## src/rtl/ntt_ctrl.sv

```systemverilog
// ntt_ctrl: sequencer for an in-place 256-point NTT (Cooley-Tukey) or
// inverse NTT (Gentleman-Sande) on the shared butterfly datapath.
// Issues one butterfly per cycle, drains the read/butterfly pipeline
// between layers and replays the read addresses as write-back addresses.
module ntt_ctrl #(
  parameter int MEM_LAT = 1,
  parameter int BF_LAT  = 1
) (
  input  logic       clk_i,
  input  logic       rst_ni,
  input  logic       start_i,
  input  logic       mode_i,
  input  logic       sel_red_i,
  output logic       busy_o,
  output logic       done_o,
  output logic       rd_en_o,
  output logic [7:0] rd_addr_a_o,
  output logic [7:0] rd_addr_b_o,
  output logic [7:0] tw_addr_o,
  output logic       wr_en_o,
  output logic [7:0] wr_addr_a_o,
  output logic [7:0] wr_addr_b_o,
  output logic       sel_red_o,
  output logic       sel_butterfly_o
);

  // Total read-to-write latency; also the length of the inter-layer drain.
  localparam int L     = MEM_LAT + BF_LAT;
  localparam int CNT_W = (L > 1) ? $clog2(L) : 1;
  localparam logic [CNT_W-1:0] DRAIN_LAST = CNT_W'(L - 1);

  localparam logic [1:0] S_IDLE  = 2'd0;
  localparam logic [1:0] S_RUN   = 2'd1;
  localparam logic [1:0] S_DRAIN = 2'd2;
  localparam logic [1:0] S_DONE  = 2'd3;

  logic [1:0]       r_state;
  logic             r_mode;      // 0 = forward CT, 1 = inverse GS
  logic             r_sel_red;   // 1 = Kyber, 0 = Dilithium
  logic [6:0]       r_j;         // butterfly index inside the layer
  logic [2:0]       r_lg;        // log2 of the current butterfly span
  logic [2:0]       r_layer;     // layers completed so far
  logic [CNT_W-1:0] r_drain;

  logic             w_run;
  logic             w_last_layer;
  logic [2:0]       w_lg_next;
  logic [7:0]       w_len;
  logic [7:0]       w_mask;
  logic [7:0]       w_j;
  logic [7:0]       w_g;
  logic [7:0]       w_addr_a;
  logic [7:0]       w_addr_b;
  logic [7:0]       w_tw_fwd;
  logic [7:0]       w_tw_inv;

  // Write-back delay line: {valid, addr_a, addr_b}, L stages deep.
  logic [16:0]      r_wb_pipe [L];

  assign w_run        = (r_state == S_RUN);
  // Kyber stops one layer early (span 2), Dilithium goes down to span 1.
  assign w_last_layer = (r_layer == (r_sel_red ? 3'd6 : 3'd7));
  // Forward halves the span each layer, inverse doubles it.
  assign w_lg_next    = r_mode ? (r_lg + 3'd1) : (r_lg - 3'd1);

  // Address generation: g = j / len, k = j mod len.
  // a = 2*len*g + k is j with the bits above k shifted up by one place,
  // which equals j + (j & ~(len-1)).
  assign w_len    = 8'd1 << r_lg;
  assign w_mask   = w_len - 8'd1;
  assign w_j      = {1'b0, r_j};
  assign w_g      = w_j >> r_lg;
  assign w_addr_a = w_j + (w_j & ~w_mask);
  assign w_addr_b = w_addr_a + w_len;

  // Forward twiddle 128/len + g. Inverse twiddle 256/len - 1 - g, where
  // 256/len - 1 is written as 255 >> lg to stay within 8 bits.
  assign w_tw_fwd = (8'd128 >> r_lg) + w_g;
  assign w_tw_inv = (8'd255 >> r_lg) - w_g;

  assign busy_o          = (r_state == S_RUN) || (r_state == S_DRAIN);
  assign done_o          = (r_state == S_DONE);
  assign rd_en_o         = w_run;
  assign rd_addr_a_o     = w_run ? w_addr_a : 8'd0;
  assign rd_addr_b_o     = w_run ? w_addr_b : 8'd0;
  assign tw_addr_o       = w_run ? (r_mode ? w_tw_inv : w_tw_fwd) : 8'd0;
  assign sel_red_o       = r_sel_red;
  assign sel_butterfly_o = r_mode;

  assign wr_en_o     = r_wb_pipe[L-1][16];
  assign wr_addr_a_o = r_wb_pipe[L-1][15:8];
  assign wr_addr_b_o = r_wb_pipe[L-1][7:0];

  // Layer sequencing: IDLE -> RUN (128 issues) -> DRAIN (L cycles) -> RUN | DONE.
  always_ff @(posedge clk_i or negedge rst_ni) begin
    if (!rst_ni) begin
      r_state   <= S_IDLE;
      r_mode    <= 1'b0;
      r_sel_red <= 1'b0;
      r_j       <= 7'd0;
      r_lg      <= 3'd0;
      r_layer   <= 3'd0;
      r_drain   <= '0;
    end else begin
      case (r_state)
        S_IDLE: begin
          if (start_i) begin
            r_mode    <= mode_i;
            r_sel_red <= sel_red_i;
            // Forward starts at span 128; inverse at 2 (Kyber) or 1 (Dilithium).
            r_lg      <= mode_i ? {2'b00, sel_red_i} : 3'd7;
            r_layer   <= 3'd0;
            r_j       <= 7'd0;
            r_state   <= S_RUN;
          end
        end
        S_RUN: begin
          // r_j wraps to 0 after 127, ready for the next layer.
          r_j <= r_j + 7'd1;
          if (r_j == 7'd127) begin
            r_drain <= '0;
            r_state <= S_DRAIN;
          end
        end
        S_DRAIN: begin
          if (r_drain == DRAIN_LAST) begin
            if (w_last_layer) begin
              r_state <= S_DONE;
            end else begin
              r_layer <= r_layer + 3'd1;
              r_lg    <= w_lg_next;
              r_state <= S_RUN;
            end
          end else begin
            r_drain <= r_drain + 1'b1;
          end
        end
        default: begin
          r_state <= S_IDLE;
        end
      endcase
    end
  end

  // Delay the issued address pair by L cycles to form the write-back stream.
  always_ff @(posedge clk_i or negedge rst_ni) begin
    if (!rst_ni) begin
      for (int i = 0; i < L; i++) begin
        r_wb_pipe[i] <= '0;
      end
    end else begin
      r_wb_pipe[0] <= {w_run, rd_addr_a_o, rd_addr_b_o};
      for (int i = 1; i < L; i++) begin
        r_wb_pipe[i] <= r_wb_pipe[i-1];
      end
    end
  end

endmodule

```

## config.mk

```make
export PLATFORM = sky130hd
export DESIGN_NAME = ntt_ctrl
export DESIGN_NICKNAME = d
export VERILOG_FILES = /design/src/rtl/ntt_ctrl.sv
export SDC_FILE = /design/constraint.sdc
export NUM_CORES = 1
export LEC_CHECK = 0
export BUFFER_PORTS_ARGS = -buffer_cell sky130_fd_sc_hd__buf_2
export CORE_ASPECT_RATIO = 1.25
export CORE_UTILIZATION = 57
export CTS_CLUSTER_DIAMETER = 80
export CTS_CLUSTER_SIZE = 10
export DETAILED_ROUTE_END_ITERATION = 10
export PLACE_DENSITY_LB_ADDON = 0.15
export SETUP_SLACK_MARGIN = 0.15
export SLEW_MARGIN = 20
export SYNTH_ARGS = -nofsm -noshare
export SYNTH_HDL_FRONTEND = slang
export SYNTH_SLANG_ARGS = --single-unit
```

## constraint.sdc

```tcl
create_clock -name clk_i -period 4 [get_ports clk_i]
set_input_delay 0.2 -clock clk_i [delete_from_list [all_inputs] [get_ports clk_i]]
set_output_delay 0.2 -clock clk_i [all_outputs]
set_load 0.05 [all_outputs]
```

==> flow_summary.ini <==
[outcome]
outcome = finished, violations left
violations = design-rule violations, negative hold slack

[timing]
worst_hold_slack_ps = -9.58
hold_violations = 10
tightest_slew_ps = 637
final.min_clock_period_ps = 3600
skew_ps = 10.8
fin_crit_sh_pct = 90.1
drv_slew = 0
fin_setup_tns_ps = 0
final-setup-viol-count = 0
rsz0062_at_grt = yes
fmax_ghz = 0.278
slew_headroom_pct = 57.5

[power]
p_per_area_mw_per_mm2 = 815
vdd_drop_max_v = 0.000523
p_leak_nw = 1.81

[logic_synthesis]
synth.distinct_cells = 52
syn_nets = 395
async_flop_share_pct = 100
synthCells = 364
ys_ff_latch = 52
synth_area_leaders = dfrtp_1, ha_1, buf_4
syn-cell-area_mm2 = 0.00336
yosysSeqAreaShare_pct = 38.8
synth_largest_area_cell = dfrtp_1
synth-main-ff-cell = dfrtp_1
synth_top_area_share_pct = 38.8
syn_area_per_cell_um2 = 9.22
synth_warnings = 0
synth-edff-count = 0

[hold_path]
hold_path.class = input port to asynchronous set/reset pin

[layout]
antenna_cells = 0
final_common_cell = dfrtp_1
regArea_mm2 = 0.00130
stdcell_count = 459
multi_input_area_mm2 = 0.00179
final_cell_mix = dfrtp_1, buf_2, nand2_1, nor2_1, ha_1
area_growth_pct = 8.31
fillers = 482
drive_gt1_share_pct = 19.2
finalNetCount = 425

[setup_path]
r2r_cells = 11
slowest_stage = dfrtp_1
path_cells = buf_4 -> mux2i_1 -> o211ai_1 -> o21a_1 -> ha_1 -> inv_1 -> fa_1 -> nor2b_1 -> o21ai_0 -> a21oi_1 -> xor2_1 -> o21ai_1 -> buf_2
cp.depth = 13
r2r_slack_ps = 1120
reg2reg_to = r_wb_pipe[24]
cp_num_buf_inv = 3
crit_required_ps = 3800
end_kind = output port
crit_family = compound AO/OA/AOI/OAI gates
rr_startpoint = r_lg[1]
slowest_delay_ps = 480
critPathArrivalTime_ps = 3400
worstPathMaxFanout = 27
crit_path_start_kind = flip-flop
critPathKind = flip-flop to output port

[clock_tree]
clk_latency_ps = 310
htreeDepth = 2
root_buffer = clkbuf_8
path_clk_slew_ps = 90
cts_tree = yes
cts_buffers = 5
clockBufferDepth = 2
cts_num_sinks = 52

[routing]
met1_length_mm = 2.97
routed_wl_mm = 6.99
highest_layer = met4
wl_per_cell_um = 15.2
drtAntennaViolNets = 0
drc = 8
vias_per_cell = 5.80
drtIter0Drc = 156
num_vias = 2663
wl_met2_mm = 3.62
dr.pass1.iters = 7
wl_met3_um = 294

[die]
die_w_um = 70.6
die_h_um = 87.8
die-area_mm2 = 0.00620
core_mm2 = 0.00556
rows = 30
num_io_pins = 51
start_util_pct = 60.4

[placed_design]
gp_congestion = 0.904
place_inst = 451
numPortBuffers = 50
place_hpwl_mm = 5.10

[global_route]
grt_pass1_vias = 2463
grt_first_pass_wirelength_mm = 11.4
grt_usage_pct = 23.6
antenna_found_initial = 0
grt_max_degree = 53
overflow = 0

[flow_run]
maxCapViolations = 0
## cell families after synthesis
family,synth area share (%)
adder cells (fa/ha/maj),10.1
XOR/XNOR,3.39
flip-flops,38.8
AND/OR/NAND/NOR,17.6
buffers and inverters,8.02
multiplexers,5.07
AO/OA/AOI/OAI,16.9
other,0.112
## what timing repair did
item	CTS	global route
buffers inserted	0	0
hold buffers	0	0
endpoints found under the setup margin	0	1
gates resized for setup	0	1
hold endpoints to repair	0	0
## cell type report
class	instances	area share, %
sequential	52	35.8
timing repair buffer	58	8.54
clock inverter	2	0.448
multi-input combinational	260	49.3
tap	64	2.20
inverter	17	1.76
clock buffer	6	2.00
## Yosys cell counts (9+ instances only)
master    number
dfrtp_1       52
nor2_1        24
buf_4         17
ha_1          24
nand2_1       32
and2_1         9
inv_1         15
nand3_1       14
a21oi_1       16
nor3_1         9
clkbuf_1       9
o21ai_0       19
## routing by layer
layer | vias to the layer above | track usage [%]
li1 | 1321 | -
met1 | 1260 | 27.4
met2 | 72 | 44.3
met3 | 10 | 3.57
met4 | 0 | 8.73
met5 | - | 0
## sequential cells by signal, indices dropped and copies added, names as in the netlist
register         count
r_wb_pipe           17
wr_addr_a_o          8
wr_addr_b_o          8
r_j                  7
r_layer              3
r_lg                 3
r_state              2
r_drain              1
sel_butterfly_o      1
sel_red_o            1
wr_en_o              1
## report_power, final
part	switching (W)	internal (W)	total [W]
clock	0.000168	0.000125	0.000293
combinational	0.00130	0.000607	0.00191
sequential	0.000119	0.000644	0.000763
## worst max-delay path by stage
stage	from	to
floorplan	r_lg[1]	r_wb_pipe[23]
detailed placement	r_lg[0]	rd_addr_b_o[7]
finish	r_lg[1]	tw_addr_o[6]
global route	r_lg[1]	tw_addr_o[4]
CTS	r_lg[0]	rd_addr_b_o[7]
global placement	r_lg[0]	rd_addr_b_o[7]
## worst register-to-register path: stages, from the launching register on
cell,delay [ps]
dfrtp_1,470
buf_4,260
nor2_2,240
nor2b_1,80
ha_1,240
a21oi_1,180
xnor2_1,170
ha_1,300
a21oi_1,250
o21ai_1,140
a31oi_1,240
mux2i_1,230
## metrics by stage
step           hold slack, ps  total power (W)  area (µm²)  worst slack (ps)  utilization (%)
4_1_cts                  13.5          0.00297        3630               190             65.3
6_report                -9.58          0.00296        3630               397             65.4
5_1_grt                  45.8          0.00317        3630               137             65.4
3_5_place_dp              335          0.00267        3540               581             63.7
3_3_place_gp              333          0.00263        3540               600             63.7
2_1_floorplan           -95.6          0.00231        3360               255                -
No activity file was read; power rests on OpenSTA's default activity.
